File: config.mk
export PLATFORM = sky130hd
export DESIGN_NAME = uart_input_handler
export DESIGN_NICKNAME = d
export VERILOG_FILES = /design/src/rtl/uart_input_handler.sv
export SDC_FILE = /design/constraint.sdc
export NUM_CORES = 1
export LEC_CHECK = 0
export ABC_AREA = 1
export BUFFER_PORTS_ARGS = -buffer_cell sky130_fd_sc_hd__buf_4
export CAP_MARGIN = 10
export CORE_MARGIN = 4
export CORE_UTILIZATION = 61
export CTS_CLUSTER_DIAMETER = 100
export DETAILED_ROUTE_END_ITERATION = 8
export PLACE_DENSITY = 0.84
export SETUP_SLACK_MARGIN = 0.5
export SLEW_MARGIN = 5
export SYNTH_ARGS = -nofsm -noshare
export SYNTH_HDL_FRONTEND = slang
export SYNTH_SLANG_ARGS = --single-unit
File: constraint.sdc
create_clock -name clk -period 3.3 [get_ports clk]
set_input_delay 0.66 -clock clk [delete_from_list [all_inputs] [get_ports clk]]
set_output_delay 0.66 -clock clk [all_outputs]
set_load 0.005 [all_outputs]
File: src/rtl/uart_input_handler.sv
// ============================================================================
// uart_input_handler
// ----------------------------------------------------------------------------
// Receive-side ASCII command parser for the UART host bridge.
//
// This block takes one received character per byte_available strobe and
// assembles a framed hex command into three 32-bit words. A frame is the
// start character 'L' or 'l', followed by exactly 24 ASCII hex digits. The
// most significant nibble comes first:
//   digits  1..8  -> command
//   digits  9..16 -> address
//   digits 17..24 -> data
//
// When the 24th digit is accepted, the three words are copied to the outputs
// and ready pulses for one cycle. wishbone_master latches the words on that
// pulse.
//
// Mid-frame behaviour:
//   - A start character restarts the frame from the first digit.
//   - Any other non-hex byte abandons the frame. No ready is issued and the
//     outputs keep their previous values.
//
// Optional feature, selected by the macro UART_INPUT_TIMEOUT_EN:
//   When the macro is defined, a partial frame is abandoned after
//   TIMEOUT_CYCLES consecutive cycles without a strobe. When it is
//   undefined, a partial frame waits indefinitely.
//
// Parameters:
//   TIMEOUT_CYCLES  idle cycles tolerated mid-frame (timeout build only)
//
// Ports:
//   clk             system clock, rising edge
//   rst             synchronous active-high reset
//   byte_available  single-cycle strobe qualifying byte_in
//   byte_in         received ASCII character
//   command         parsed command word (held until the next frame)
//   address         parsed address word (held until the next frame)
//   data            parsed data word (held until the next frame)
//   ready           one-cycle pulse: the three words are new and valid
// ============================================================================
module uart_input_handler #(
  parameter int unsigned TIMEOUT_CYCLES = 1000
) (
  input  logic        clk,
  input  logic        rst,
  input  logic        byte_available,
  input  logic [7:0]  byte_in,
  output logic [31:0] command,
  output logic [31:0] address,
  output logic [31:0] data,
  output logic        ready
);

  typedef enum logic [1:0] {
    IDLE,
    READ_CMD,
    READ_ADDR,
    READ_DATA
  } state_t;

  state_t      state_q, state_d;
  logic [2:0]  nib_cnt_q, nib_cnt_d;
  logic [31:0] cmd_sr_q, cmd_sr_d;
  logic [31:0] addr_sr_q, addr_sr_d;
  logic [31:0] data_sr_q, data_sr_d;
  logic [31:0] command_q, command_d;
  logic [31:0] address_q, address_d;
  logic [31:0] data_q, data_d;
  logic        ready_q, ready_d;

  logic        is_start;
  logic        is_hex;
  logic [3:0]  nibble;
  logic [31:0] cmd_shift;
  logic [31:0] addr_shift;
  logic [31:0] data_shift;
  logic        last_nibble;

`ifdef UART_INPUT_TIMEOUT_EN
  logic [31:0] idle_cnt_q, idle_cnt_d;
  logic [31:0] idle_cnt_inc;
`endif

  // Character classification and hex decode.
  // Digits map through their low nibble. 'A'-'F' and 'a'-'f' share the same
  // low nibble (1..6), so adding 9 gives 10..15 for either case.
  always_comb begin
    is_start = (byte_in == 8'h4C) || (byte_in == 8'h6C);
    is_hex   = 1'b0;
    nibble   = 4'h0;
    if (byte_in >= 8'h30 && byte_in <= 8'h39) begin
      is_hex = 1'b1;
      nibble = byte_in[3:0];
    end else if ((byte_in >= 8'h41 && byte_in <= 8'h46) ||
                 (byte_in >= 8'h61 && byte_in <= 8'h66)) begin
      is_hex = 1'b1;
      nibble = byte_in[3:0] + 4'd9;
    end
  end

  // Candidate shift-register values when a digit is accepted. The nibble
  // counter wraps from 7 back to 0, so each word always starts fresh.
  assign cmd_shift   = {cmd_sr_q[27:0], nibble};
  assign addr_shift  = {addr_sr_q[27:0], nibble};
  assign data_shift  = {data_sr_q[27:0], nibble};
  assign last_nibble = (nib_cnt_q == 3'd7);

`ifdef UART_INPUT_TIMEOUT_EN
  assign idle_cnt_inc = idle_cnt_q + 32'd1;
`endif

  // Next-state and datapath logic.
  // Every register holds by default. Only an accepted byte (or a timeout,
  // when that build option is enabled) moves the parser. The output words
  // change only on frame completion, so an abort or restart never disturbs
  // them.
  always_comb begin
    state_d   = state_q;
    nib_cnt_d = nib_cnt_q;
    cmd_sr_d  = cmd_sr_q;
    addr_sr_d = addr_sr_q;
    data_sr_d = data_sr_q;
    command_d = command_q;
    address_d = address_q;
    data_d    = data_q;
    ready_d   = 1'b0;
`ifdef UART_INPUT_TIMEOUT_EN
    idle_cnt_d = 32'd0;
`endif

    if (byte_available) begin
      if (is_start) begin
        // A start character begins a new frame in any state. In the
        // middle of a frame it throws away the partial frame.
        state_d   = READ_CMD;
        nib_cnt_d = 3'd0;
        cmd_sr_d  = 32'd0;
        addr_sr_d = 32'd0;
        data_sr_d = 32'd0;
      end else if (state_q != IDLE) begin
        if (is_hex) begin
          nib_cnt_d = nib_cnt_q + 3'd1;
          case (state_q)
            READ_CMD: begin
              cmd_sr_d = cmd_shift;
              if (last_nibble) begin
                state_d = READ_ADDR;
              end
            end
            READ_ADDR: begin
              addr_sr_d = addr_shift;
              if (last_nibble) begin
                state_d = READ_DATA;
              end
            end
            READ_DATA: begin
              data_sr_d = data_shift;
              if (last_nibble) begin
                // The final digit goes straight into the data output. The
                // shift register only holds the first 7 data digits at
                // this point.
                command_d = cmd_sr_q;
                address_d = addr_sr_q;
                data_d    = data_shift;
                ready_d   = 1'b1;
                state_d   = IDLE;
              end
            end
            default: begin
              state_d = IDLE;
            end
          endcase
        end else begin
          state_d   = IDLE;
          nib_cnt_d = 3'd0;
        end
      end
    end
`ifdef UART_INPUT_TIMEOUT_EN
    else if (state_q != IDLE) begin
      // Count quiet cycles inside a frame. When the count reaches the
      // limit, give up on the frame. The counter is cleared again when the
      // parser returns to IDLE.
      if (idle_cnt_inc >= TIMEOUT_CYCLES) begin
        state_d    = IDLE;
        nib_cnt_d  = 3'd0;
        idle_cnt_d = 32'd0;
      end else begin
        idle_cnt_d = idle_cnt_inc;
      end
    end
`endif
  end

  // State and datapath registers. A synchronous reset wins over a
  // strobe in the same cycle, so that byte is dropped.
  always_ff @(posedge clk) begin
    if (rst) begin
      state_q   <= IDLE;
      nib_cnt_q <= 3'd0;
      cmd_sr_q  <= 32'd0;
      addr_sr_q <= 32'd0;
      data_sr_q <= 32'd0;
      command_q <= 32'd0;
      address_q <= 32'd0;
      data_q    <= 32'd0;
      ready_q   <= 1'b0;
    end else begin
      state_q   <= state_d;
      nib_cnt_q <= nib_cnt_d;
      cmd_sr_q  <= cmd_sr_d;
      addr_sr_q <= addr_sr_d;
      data_sr_q <= data_sr_d;
      command_q <= command_d;
      address_q <= address_d;
      data_q    <= data_d;
      ready_q   <= ready_d;
    end
  end

`ifdef UART_INPUT_TIMEOUT_EN
  // Inter-byte idle counter, present only in the timeout build.
  always_ff @(posedge clk) begin
    if (rst) begin
      idle_cnt_q <= 32'd0;
    end else begin
      idle_cnt_q <= idle_cnt_d;
    end
  end
`endif

  assign command = command_q;
  assign address = address_q;
  assign data    = data_q;
  assign ready   = ready_q;

endmodule

# Word-level counts from Yosys, hierarchy flattened
# Index checks and enable logic that the tools add are counted.
[totals] reg_bits=194 latch_bits=0 mem_bits_rw=0 romBits=0 inputBits=11 output_inout_bits=97 mem_count=0
[op_classes] addsub=2 multipliers=0 n_div=0 order_cmp=6 eq_ne=9 shift=0 mux=27 bitwise=5 n_reduce_logical=18
[op_table] operator="$mux 32" n=8
[op_table] operator="$mux 28" n=4
[op_table] operator="$eq 8x7->1 const B" n=2
[op_table] operator="$ge 8x7->1 const B" n=2
[op_table] operator="$le 8x7->1 const B" n=2
[op_table] operator="$mux 2" n=6
[op_table] operator="$ne 4x4->1 const B" n=3
[op_table] operator="$reduce_and 4->1" n=3
[op_table] operator="$reduce_bool 2->1" n=6
[op_table] operator="$mux 3" n=3
[op_table] operator="$ge 8x6->1 const B" n=1
[op_table] operator="$le 8x6->1 const B" n=1
[op_table] operator="$mux 4" n=2
[op_table] operator="$pmux 2 s3" n=1
[op_table] operator="$reduce_and 6->1" n=1
[op_table] operator="$reduce_or 6->1" n=1
[op_table] operator="$not 1->1" n=5
[op_table] operator="$reduce_and 5->1" n=1
[op_table] operator="$add 4x4->4 const B" n=1
[op_table] operator="$eq 2x2->1 const B" n=2
[op_table] operator="$add 3x1->3 const B" n=1
[op_table] operator="$eq 3x3->1 const B" n=1
[op_table] operator="$logic_and 1x1->1" n=3
[op_table] operator="$mux 1" n=3
[op_table] operator="3 further kinds" n=4

# Longest topological paths before layout
[depth] ltp_word=9 ltp_mapped=14 depth_no_buf=13

# Least setup slack after synthesis
# Ideal clock, no wire load.
[synth_timing] kind="input to register" start="input port byte_in[1]" end="register cmd_sr_q[13]" setup_time_ns=0.114 arrival_time_ns=1.979 path_slack_ns=1.208 stages=13 path_buffers=2 cell_sequence="inv_1 -> ha_1 -> inv_1 -> nor2_4 -> nand2_4 -> nand2_2 -> nand2_2 -> clkinv_4 -> nand3_2 -> buf_2 -> buf_6 -> a21oi_1 -> nor2_1"
[synth_between] elab_chain_len=7 word_cells_on_any_way=20 classes_between="order compare (6); eq/ne (2); mux (3); reduce/logical (9)"
[synth_rtl] element="from (decl)" line_no="47" source="input logic [7:0] byte_in,"
[synth_rtl] element="$ge 8x7->1 (tied with other cells)" line_no="94" source="end else if ((byte_in >= 8'h41 && byte_in <= 8'h46) ||"
[synth_rtl] element="$logic_and 1x1->1 (on tied branches)" line_no="94, 95"
[synth_rtl] element="$logic_or 1x1->1" line_no="94"
[synth_rtl] element="$mux 1" line_no="94"
[synth_rtl] element="$mux 1" line_no="91" source="if (byte_in >= 8'h30 && byte_in <= 8'h39) begin"
[synth_rtl] element="$reduce_bool 2->1 (no line)"
[synth_rtl] element="$reduce_and 4->1 (no line)"
[synth_rtl] element="to (signal assigned)" line_no="211" source="cmd_sr_q <= cmd_sr_d;"
[synth_rtl] element="to (decl)" line_no="63" source="logic [31:0] cmd_sr_q, cmd_sr_d;"
# Several ways; a longest one is shown, not always the timed one.
# A chain may end at the register's enable or synchronous reset.

# Worst setup path after layout
[layout_timing] start="input port byte_in[1]" end="register data_sr_q[10]"
[layout_between] elab_chain_len=7 word_cells_on_any_way=20 classes_between="order compare (6); eq/ne (2); mux (3); reduce/logical (9)"
[layout_rtl] element="$ge 8x7->1 (tied with other cells)" line_no="94"
[layout_rtl] element="$logic_and 1x1->1 (on tied branches)" line_no="94, 95"
[layout_rtl] element="$logic_or 1x1->1" line_no="94"
[layout_rtl] element="$mux 1" line_no="94"
[layout_rtl] element="$mux 1" line_no="91"
[layout_rtl] element="$reduce_bool 2->1 (no line)"
[layout_rtl] element="$reduce_and 4->1 (no line)"
[layout_rtl] element="to (signal assigned)" line_no="213" source="data_sr_q <= data_sr_d;"
[layout_rtl] element="to (decl)" line_no="65" source="logic [31:0] data_sr_q, data_sr_d;"
# Several ways; a longest one is shown, not always the timed one.

==> impl_metrics.ini <==
[status]
status = finished clean

[final_layout]
final_nets = 1179
final_cells = 1338
drive_above_1_share_pct = 14.15
num_antenna_cells = 0
regArea_um2 = 3884
fillCellCount = 966
layout_commonest_cell = nor2_1
final_cell_mix = 283 x nor2_1, 194 x dfxtp_1, 193 x nand2_1
multiInputGateArea_um2 = 3239
final_util_pct = 73.60
areaGrowthSynthToFinish_pct = 18.23

[timing]
fin_crit_ps = 2406
fmax_ghz = 0.4156
skew_ps = 4.353
grt_setup_unrepaired = no
tightest_slew_ps = 742.2
fin_crit_sh_pct = 72.91
tns_ps = 0
relSlewSlack_pct = 50.00
finalHoldViolations = 0
finalHoldWorstSlack_ps = 472.9
setup_viol = 0
slew_violations = 0

[route]
wl_met3_um = 916
antenna_left = 0
drt_iter0_drc = 584
top_layer = met4
vias = 6774
drc = 0
routedWlPerCell_um = 12.74
viasPerCell = 5.063
wl_met1_mm = 7.827
met2_length_mm = 7.908
drtPass1Iterations = 5
routed_wl_mm = 17.05

[synthesis]
ys_types = 31
synth.top_cells.by_area = dfxtp_1 50%, nor2_1 14%, nand2_1 9.3%, o21ai_0 6.1%, a21oi_1 5.9%
yosysTopAreaCellShare_pct = 49.64
synth_seq_cells = 194
synth_area_um2 = 7824
yosysSeqAreaShare_pct = 49.64
async_reset_ff_share_pct = 0
synthFlopType = dfxtp_1
post_synth.cell_area_avg_um2 = 7.204
netlist_instances = 1086
post-synth-top-area-cell = dfxtp_1
synth_edf_count = 0
syn_nets = 1108
yosysWarnings = 0

[worst_hold_path]
min_path_type = reg2reg
min_to = data[2]$_SDFFE_PP0P_
whs_path_depth = 2
hold_start = data[2]$_SDFFE_PP0P_

[pwr]
p_leak_nw = 4.350
ir_drop_mv = 0.3168
power.total_w = 0.004533
power.density_nw_per_um2 = 490.1

[clocking]
postCtsHoldBufs = 0
clock_latency_ps = 430
ctsLongestPathBuffers = 2
cts_buffers = 17
clk_pin_slew_worst_paths_ps = 70
postCtsSetupRepairBufs = 0
cts.sinks = 194
htreeDepth = 4
cts_resized = 0
cts_tree = built
clock-root-buffer = clkbuf_16

[floorplanning]
die-height_um = 121.3
rows = 41
core-area_um2 = 12570
die_w_um = 121.3
die-area_um2 = 14700
io_pins = 108
initial_utilization_pct = 62.25

[global_route]
overflow = 0
grt_pass1_wl_mm = 28.28
grt_pass1_vias = 6079
antenna_found_initial = 0
grt_max_degree = 73
gr-usage-all-layers_pct = 23.52

[placed_design]
dp_hpwl_mm = 10.96
place.port_buffers = 107
dp.cells = 1310
gp_congestion = 0.7968

[setup_path]
crit_path_max_fanout = 35
critPathRequiredTime_ps = 3620
critical_path_class = in2reg
cp_data_arrival_time_ps = 2730
regToRegSetupSlack_ps = 1180
reg2reg_to = data_sr_q[10]$_SDFFE_PP0P_
r2r_cells = 9
endpoint_kind = register
crit_path_start_kind = input port
reg2reg_from = state_q[0]$_SDFFE_PP0P_

[job]
maxCapViolCount = 0
-- final cells by class --
class	count	share of cell area (%)
Tap cell	172	2.327
Clock inverter	5	1.109
Multi-Input combinational cell	726	35.02
Timing Repair Buffer	122	10.31
Sequential cell	194	41.99
Inverter	96	3.977
Clock buffer	23	5.275
-- cell usage after synthesis, types with 2 or more instances --
cell and number:
nand3_4 2, nand2_1 193, nor2_1 283, dfxtp_1 194
nand2_4 4, buf_6 4, buf_2 16, o21ai_1 4
nand4_1 16, nand2_2 4, clkbuf_1 36, o21ai_0 95
ha_1 11, a21oi_1 93, buf_4 6, inv_1 93
a21boi_0 6, nand3_1 5, buf_1 8, nand3_2 2
-- registers in the layout, summed over array words and instances, names as in the netlist --
signal     flops
addr_sr_q     32
address       32
cmd_sr_q      32
command       32
data          32
data_sr_q     28
nib_cnt_q      3
ready          1
state_q        2
-- where the power goes --
part	total (W)	internal, W	leakage, nW	switching (W)
sequential	0.00234	0.00234	1.56	0.000000206
clock	0.00208	0.00126	0.287	0.000821
combinational	0.000115	0.0000335	2.50	0.0000819
total	0.00453	0.00363	4.35	0.000904
-- cell families after synthesis --
group,Yosys count,share of synthesized area [%]
flops,194,49.64
buf+inv,166,8.956
compound gates,200,13.03
simple gates,514,26.50
fa+ha+maj,11,1.759
xor+xnor,1,0.1120
-- worst max-delay path: stages --
cell     delay [ps]
buf_4           120
inv_1            90
ha_1            190
nor2_1           50
o21ai_0         220
nand2_2         160
nand3_4         270
nand3_2         420
buf_12          330
a21oi_1         140
nor2_1           60
-- through the flow --
step	area (µm²)	setup slack, ps
after floorplan	7824	1208
after global placement	8660	599.7
after detailed placement	8660	538.5
after CTS	9250	933.8
after global routing	9250	678.5
final	9250	894.1
-- worst max path at each step --
stage | start | endpoint | slack (ps)
3_3_place_gp | byte_in[0] | cmd_sr_q[26]$_SDFFE_PP0P_ | 600
3_5_place_dp | byte_in[1] | addr_sr_q[19]$_SDFFE_PP0P_ | 540
5_1_grt | byte_in[1] | addr_sr_q[24]$_SDFFE_PP0P_ | 680
4_1_cts | byte_in[1] | data_sr_q[10]$_SDFFE_PP0P_ | 930
6_report | byte_in[1] | data_sr_q[10]$_SDFFE_PP0P_ | 890
2_1_floorplan | byte_in[1] | cmd_sr_q[13]$_SDFFE_PP0P_ | 1210
-- metal layers --
layer  global-route usage, %  vias up
met1                   31.47     3051
li1                        -     3518
met4                   10.01        0
met5                       0        -
met3                   5.128       36
met2                   36.89      169
(Power assumes the default switching activity.)
